[src/rtl/multicycle_main_fsm.sv]
// Main control FSM for a multicycle ARM-subset datapath: sequences fetch, decode,
// memory, execute and writeback steps and drives the datapath mux selects and strobes.
module multicycle_main_fsm (
    input  logic       clk,
    input  logic       reset,
    input  logic [1:0] Op,
    input  logic [5:0] Funct,
    input  logic [3:0] Rd,
    input  logic       MemReady,
    output logic       IRWrite,
    output logic       NextPC,
    output logic       AdrSrc,
    output logic [1:0] ALUSrcA,
    output logic [1:0] ALUSrcB,
    output logic [1:0] ResultSrc,
    output logic [1:0] ALUControl,
    output logic [1:0] FlagW,
    output logic       RegW,
    output logic       MemW,
    output logic       PCS,
    output logic       Done,
    output logic       Illegal,
    output logic [3:0] o_dbg_state
);

    typedef enum logic [3:0] {
        S_FETCH    = 4'd0,
        S_DECODE   = 4'd1,
        S_MEMADR   = 4'd2,
        S_MEMRD    = 4'd3,
        S_MEMWB    = 4'd4,
        S_MEMWR    = 4'd5,
        S_EXECUTER = 4'd6,
        S_EXECUTEI = 4'd7,
        S_ALUWB    = 4'd8,
        S_BRANCH   = 4'd9
    } state_t;

    state_t     r_state;
    state_t     w_next;
    logic [3:0] w_cmd;
    logic       w_irwrite, w_nextpc, w_regw, w_memw, w_pcs, w_done, w_illegal;
    logic [1:0] w_flagw;

    assign w_cmd       = Funct[4:1];
    assign o_dbg_state = r_state;

    always_ff @(posedge clk or negedge reset) begin
        if (!reset) r_state <= S_FETCH;
        else        r_state <= w_next;
    end

    // MemReady handshake: the FSM holds its memory request (FETCH, MEMRD, MEMWR)
    // stable every cycle MemReady is 0; the access completes in the cycle it is 1.
    always_comb begin
        w_next     = S_FETCH;
        AdrSrc     = 1'b0;
        ALUSrcA    = 2'b00;
        ALUSrcB    = 2'b00;
        ResultSrc  = 2'b00;
        ALUControl = 2'b00;
        w_flagw    = 2'b00;
        w_irwrite  = 1'b0;
        w_nextpc   = 1'b0;
        w_regw     = 1'b0;
        w_memw     = 1'b0;
        w_pcs      = 1'b0;
        w_done     = 1'b0;
        w_illegal  = 1'b0;
        case (r_state)
            S_FETCH: begin
                ALUSrcA   = 2'b01;
                ALUSrcB   = 2'b10;
                ResultSrc = 2'b10;
                w_irwrite = MemReady;
                w_nextpc  = MemReady;
                w_next    = MemReady ? S_DECODE : S_FETCH;
            end
            S_DECODE: begin
                ALUSrcA   = 2'b01;
                ALUSrcB   = 2'b10;
                ResultSrc = 2'b10;
                case (Op)
                    2'b00:   w_next = Funct[5] ? S_EXECUTEI : S_EXECUTER;
                    2'b01:   w_next = S_MEMADR;
                    2'b10:   w_next = S_BRANCH;
                    default: begin
                        w_next    = S_FETCH;
                        w_illegal = 1'b1;
                    end
                endcase
            end
            S_MEMADR: begin
                ALUSrcB = 2'b01;
                w_next  = Funct[0] ? S_MEMRD : S_MEMWR;
            end
            S_MEMRD: begin
                AdrSrc = 1'b1;
                w_next = MemReady ? S_MEMWB : S_MEMRD;
            end
            S_MEMWB: begin
                ResultSrc = 2'b01;
                w_regw    = 1'b1;
                w_done    = 1'b1;
                w_pcs     = (Rd == 4'hF);
            end
            S_MEMWR: begin
                AdrSrc = 1'b1;
                w_memw = 1'b1;
                w_done = MemReady;
                w_next = MemReady ? S_FETCH : S_MEMWR;
            end
            S_EXECUTER, S_EXECUTEI: begin
                ALUSrcB = (r_state == S_EXECUTEI) ? 2'b01 : 2'b00;
                w_next  = S_ALUWB;
                case (w_cmd)
                    4'b0100: ALUControl = 2'b00;
                    4'b0010: ALUControl = 2'b01;
                    4'b0000: ALUControl = 2'b10;
                    4'b1100: ALUControl = 2'b11;
                    default: w_illegal  = 1'b1;
                endcase
                // Only arithmetic ops (add/sub) update carry/overflow.
                w_flagw = {Funct[0], Funct[0] & ((w_cmd == 4'b0100) | (w_cmd == 4'b0010))};
            end
            S_ALUWB: begin
                w_regw = 1'b1;
                w_done = 1'b1;
                w_pcs  = (Rd == 4'hF);
            end
            S_BRANCH: begin
                ALUSrcB   = 2'b01;
                ResultSrc = 2'b10;
                w_pcs     = 1'b1;
                w_done    = 1'b1;
            end
            default: w_next = S_FETCH;
        endcase
    end

    // Strobes are forced low combinationally while reset is held.
    assign IRWrite = reset & w_irwrite;
    assign NextPC  = reset & w_nextpc;
    assign RegW    = reset & w_regw;
    assign MemW    = reset & w_memw;
    assign PCS     = reset & w_pcs;
    assign Done    = reset & w_done;
    assign Illegal = reset & w_illegal;
    assign FlagW   = reset ? w_flagw : 2'b00;

endmodule

[config.mk]
export PLATFORM = sky130hd
export DESIGN_NAME = multicycle_main_fsm
export DESIGN_NICKNAME = d
export VERILOG_FILES = /design/src/rtl/multicycle_main_fsm.sv
export SDC_FILE = /design/constraint.sdc
export NUM_CORES = 1
export LEC_CHECK = 0
export BUFFER_PORTS_ARGS = -buffer_cell sky130_fd_sc_hd__buf_2
export CAP_MARGIN = 20
export CORE_MARGIN = 2
export CORE_UTILIZATION = 40
export CTS_BUF_LIST = sky130_fd_sc_hd__clkbuf_4
export CTS_CLUSTER_DIAMETER = 40
export DETAILED_ROUTE_END_ITERATION = 8
export PLACE_DENSITY = 0.84
export SYNTH_ARGS = -nofsm -noshare
export SYNTH_HDL_FRONTEND = slang
export SYNTH_SLANG_ARGS = --single-unit
[constraint.sdc]
create_clock -name clk -period 1.8 [get_ports clk]
set_input_delay 0.27 -clock clk [delete_from_list [all_inputs] [get_ports clk]]
set_output_delay 0.27 -clock clk [all_outputs]
set_load 0.01 [all_outputs]
# Word-level counts from Yosys, hierarchy flattened
# Index checks and enable logic that the tools add are counted.
dict set report totals {
  wordCells 60
  in_bits 15
  out_inout_bits 22
  ff_bits 4
}
dict set report op_classes {
  bitwise 8
  eq_ne 15
  muxes 24
  n_reduce_logical 12
}
# cell count
set op_table {}
lappend op_table {{$pmux W4 S6} 1}
lappend op_table {{$eq A4 B3 Y1 const B} 5}
lappend op_table {{$eq A4 B4 Y1 const B} 4}
lappend op_table {{$eq A4 B2 Y1 const B} 3}
lappend op_table {{$pmux W2 S3} 2}
lappend op_table {{$pmux W4 S3} 1}
lappend op_table {{$mux W1} 10}
lappend op_table {{$reduce_or A2 Y1} 5}
lappend op_table {{$mux W3} 3}
lappend op_table {{$reduce_or A3 Y1} 3}
lappend op_table {{$logic_not A4 Y1} 2}
lappend op_table {{$and A1 B1 Y1} 7}
lappend op_table {{$mux W2} 3}
lappend op_table {{$pmux W1 S2} 3}
lappend op_table {{$eq A4 B1 Y1 const B} 1}
lappend op_table {{$pmux W2 S2} 1}
lappend op_table {{$reduce_or A4 Y1} 1}
lappend op_table {{$eq A2 B1 Y1 const B} 1}
lappend op_table {{$eq A2 B2 Y1 const B} 1}
lappend op_table {{$logic_not A2 Y1} 1}
lappend op_table {{$or A1 B1 Y1} 1}

# Depth between registers and ports, before layout
dict set report depth {
  word_depth 5
  depth_mapped 6
  depth_no_buf 3
}

# Least setup slack after synthesis
# No wires, ideal clock.
dict set report synth_path {
  path_kind {flip-flop to output port}
  startpoint {reg r_state[2] (netlist: o_dbg_state[2])}
  endpoint {out PCS}
  slack_ns 0.174
  required_time_ns 1.530
  stages_incl_launch_ff 5
  arrival_ns 1.356
  path_cell_list {dfrtp_1 buf_2 nor2b_1 nand2_1 a221oi_1}
}
dict set report synth_via {
  elab_chain_len 4
  word_cells_on_any_way 6
  cone_classes {eq/ne: 3; mux: 1; bitwise: 1; reduce/logical: 1}
}
# item line
set synth_lines {}
lappend synth_lines {{start: declaration} 39} ;# state_t r_state;
lappend synth_lines {{start signal: assignment} 50} ;# else r_state <= w_next;
lappend synth_lines {{$eq A4 B4 Y1 / $eq A4 B3 Y1 (equally long branches)} 70} ;# case (r_state)
lappend synth_lines {{$reduce_or A2 Y1 (no line)} --}
lappend synth_lines {{$pmux W1 S2 (*)} 70}
lappend synth_lines {{$and A1 B1 Y1 (*)} 146} ;# assign PCS = reset & w_pcs;
lappend synth_lines {{end: declaration} 20} ;# output logic PCS,
# Every way passes the cells marked *; elsewhere a longest branch is shown, timed or not.

# Final worst setup path
dict set report layout_path {
  startpoint {reg r_state[3] (netlist: o_dbg_state[3])}
  endpoint {out Illegal}
}
dict set report layout_via {
  elab_chain_len 4
  word_cells_on_any_way 6
  cone_classes {eq/ne: 3; mux: 1; bitwise: 1; reduce/logical: 1}
}
# item line
set layout_lines {}
lappend layout_lines {{$eq A4 B3 Y1} 70}
lappend layout_lines {{$reduce_or A2 Y1} 70}
lappend layout_lines {{$pmux W1 S2 (*)} 70}
lappend layout_lines {{$and A1 B1 Y1 (*)} 148} ;# assign Illegal = reset & w_illegal;
lappend layout_lines {{end: declaration} 22} ;# output logic Illegal,
# Marks and branches as above.

==> impl_metrics.json <==
{
  "outcome": "completed",
  "fill_cells": 127,
  "setup_ws_ns": 0.0757,
  "initial_core_util_pct": 41.3,
  "first_global_vias": 452,
  "overflow": 0,
  "hold_slack_ns": 0.285,
  "avgViaCountPerCell": 5.33,
  "crit_fanout": 8,
  "antenna_found_initial": 0,
  "multiInputGateArea_um2": 385,
  "drv_cap": 0,
  "grt_max_degree": 19,
  "avgSynthCellArea_um2": 7.49,
  "clkTransAtPathRegs_ns": 0.04,
  "slew_violations": 0,
  "synthFlopType": "dfrtp_1",
  "rsz0062_at_grt": "false",
  "ys_ff_latch": 4,
  "fin_crit_sh_pct": 95.8,
  "fin_worst_skew_ns": 0.00474,
  "track_usage_pct": 18.1,
  "synth-edff-count": 0,
  "cp.arrival_ns": 1.45,
  "drt_iter0_drc": 15,
  "hold_class": "primary input to flop",
  "clk_root_buffer_cell": "clkbuf_4",
  "die-area_mm2": 0.00162,
  "synth_cell_type_count": 37,
  "netlist_instances": 70,
  "final_cell_mix": "buf_2 (35), nor2_1 (6), nor3_1 (5)",
  "cp.required_ns": 1.53,
  "cts_made_buffers": 3,
  "fp.dieH_um": 40.2,
  "max_freq_mhz": 580,
  "grt_pass1_wl_um": 1930,
  "ioPinCount": 37,
  "synth.top_cell.area_share_pct": 19.1,
  "clkSinkCount": 4,
  "drive_gt1_share_pct": 48.6,
  "p_total_mw": 1.11,
  "syn_to_final_growth_pct": 43.0,
  "p_per_area_mw_per_mm2": 1490,
  "ff_latch_area_um2": 104,
  "gp_congestion": 0.810,
  "crit_type": "flop to output pin",
  "detail_route.wl_per_cell_um": 12.6,
  "drc": 0,
  "synthesis.area_um2": 524,
  "dr.pass1.iters": 4,
  "yosysTopAreaCell": "dfrtp_1",
  "period_needed_ns": 1.72,
  "via_count": 640,
  "syn_nets": 85,
  "worstSkewPairLatency_ns": 0.24,
  "cp-end-kind": "output pin",
  "drtAntennaViolNets": 0,
  "hold_viol": 0,
  "leakagePower_nw": 0.366,
  "synthArstFlopShare_pct": 100,
  "setup_tns_ns": 0,
  "seq_area_frac_synth_pct": 19.1,
  "setup_viol": 0,
  "crit_path_start_kind": "flop",
  "nets": 122,
  "diodes": 0,
  "dp_slack_ns": 0.223,
  "mostFrequentLayoutCell": "buf_2",
  "dp_hpwl_um": 1130,
  "ys_top_cells_by_area": "dfrtp_1 (19%), nor2b_1 (4.8%), nor3_1 (4.8%), buf_4 (4.3%), nor2_1 (4.3%)",
  "clockBufferDepth": 2,
  "cts_tree": "yes",
  "coreArea_mm2": 0.00127,
  "routed_wl_um": 1520,
  "portBuffers": 35,
  "ys_warn_count": 0,
  "ir_drop_mv": 0.772,
  "htreeDepth": 1,
  "fp.dieW_um": 40.2,
  "largest_reg_flops": 4,
  "rows": 13
}
-- stage by stage --
step	std cells	instance area, µm²	utilization (%)
floorplan	70	524	-
global placement	116	694	54.7
detailed placement	116	694	54.7
CTS	120	728	57.4
global route	120	749	59.1
finish	120	749	59.1
-- cells in the mapped netlist (2+ instances only) --
master    instances
o21a_1            2
a211oi_1          2
inv_1             2
nor3_1            5
nor2_1            6
o21ai_0           2
dfrtp_1           4
nand2b_1          3
nand2_1           3
xnor2_1           2
buf_4             3
nand3b_1          2
nor2b_1           4
nand3_1           4
a21oi_1           3
clkbuf_1          2
-- report_power, final --
group	leakage, nW	internal [mW]	total (mW)	switching, mW
Combinational	0.304	0.369	0.786	0.417
Sequential	0.0477	0.137	0.213	0.0770
Clock	0.0138	0.0748	0.115	0.0399
-- cells by family (layout without fill, tap and decap cells) --
kind of cell / after synthesis / count (layout) / synth area share, %
AO/OA/AOI/OAI: 17 / 17 / 23.9
XOR/XNOR: 3 / 3 / 5.01
buffers and inverters: 9 / 44 / 10.3
flip-flops: 4 / 4 / 19.1
multiplexers: 1 / 1 / 1.91
other: 1 / 1 / 0.715
AND/OR/NAND/NOR: 35 / 35 / 39.1
-- worst paths after layout --
check | startpoint | endpoint | slack, ns | cells past startpoint
max in group asynchronous | reset | o_dbg_state[2] | 1.12 | 2
max | o_dbg_state[3] | Illegal | 0.08 | 3
min | Funct[0] | o_dbg_state[2] | 0.28 | 2
min reg2reg | o_dbg_state[3] | o_dbg_state[1] | 0.56 | 1
min in group asynchronous | reset | o_dbg_state[3] | 0.49 | 2
max reg2reg | o_dbg_state[3] | o_dbg_state[2] | 0.30 | 3
-- area by class of cell --
class / instances / share of cell area, %
multi-input cells: 57 / 51.4
flip-flops and latches: 4 / 13.9
inverters: 2 / 1.00
well taps: 15 / 2.50
repair buffers: 39 / 28.2
clock buffers: 3 / 3.01
-- worst max-delay path, stage by stage (launching register included) --
cell	delay, ns
dfrtp_2	0.45
or4b_4	0.53
o22ai_2	0.09
buf_2	0.14
-- per-layer routing --
metal | wire length, µm | part of all wire (%) | GRT usage, %
met5 | 0 | 0 | 0
met4 | 0 | 0 | 5.00
met3 | 95 | 6.3 | 6.67
met2 | 712 | 47 | 24.6
met1 | 707 | 47 | 26.2
-- repair_timing --
| item | in CTS | in global routing |
|---|---|---|
| endpoints found under the setup margin | 1 | 6 |
| hold endpoints to repair | 4 | 0 |
| buffers inserted | 0 | 0 |
| hold buffers | 1 | 0 |
| gates resized for setup | 1 | 6 |
(Power assumes the default switching activity.)
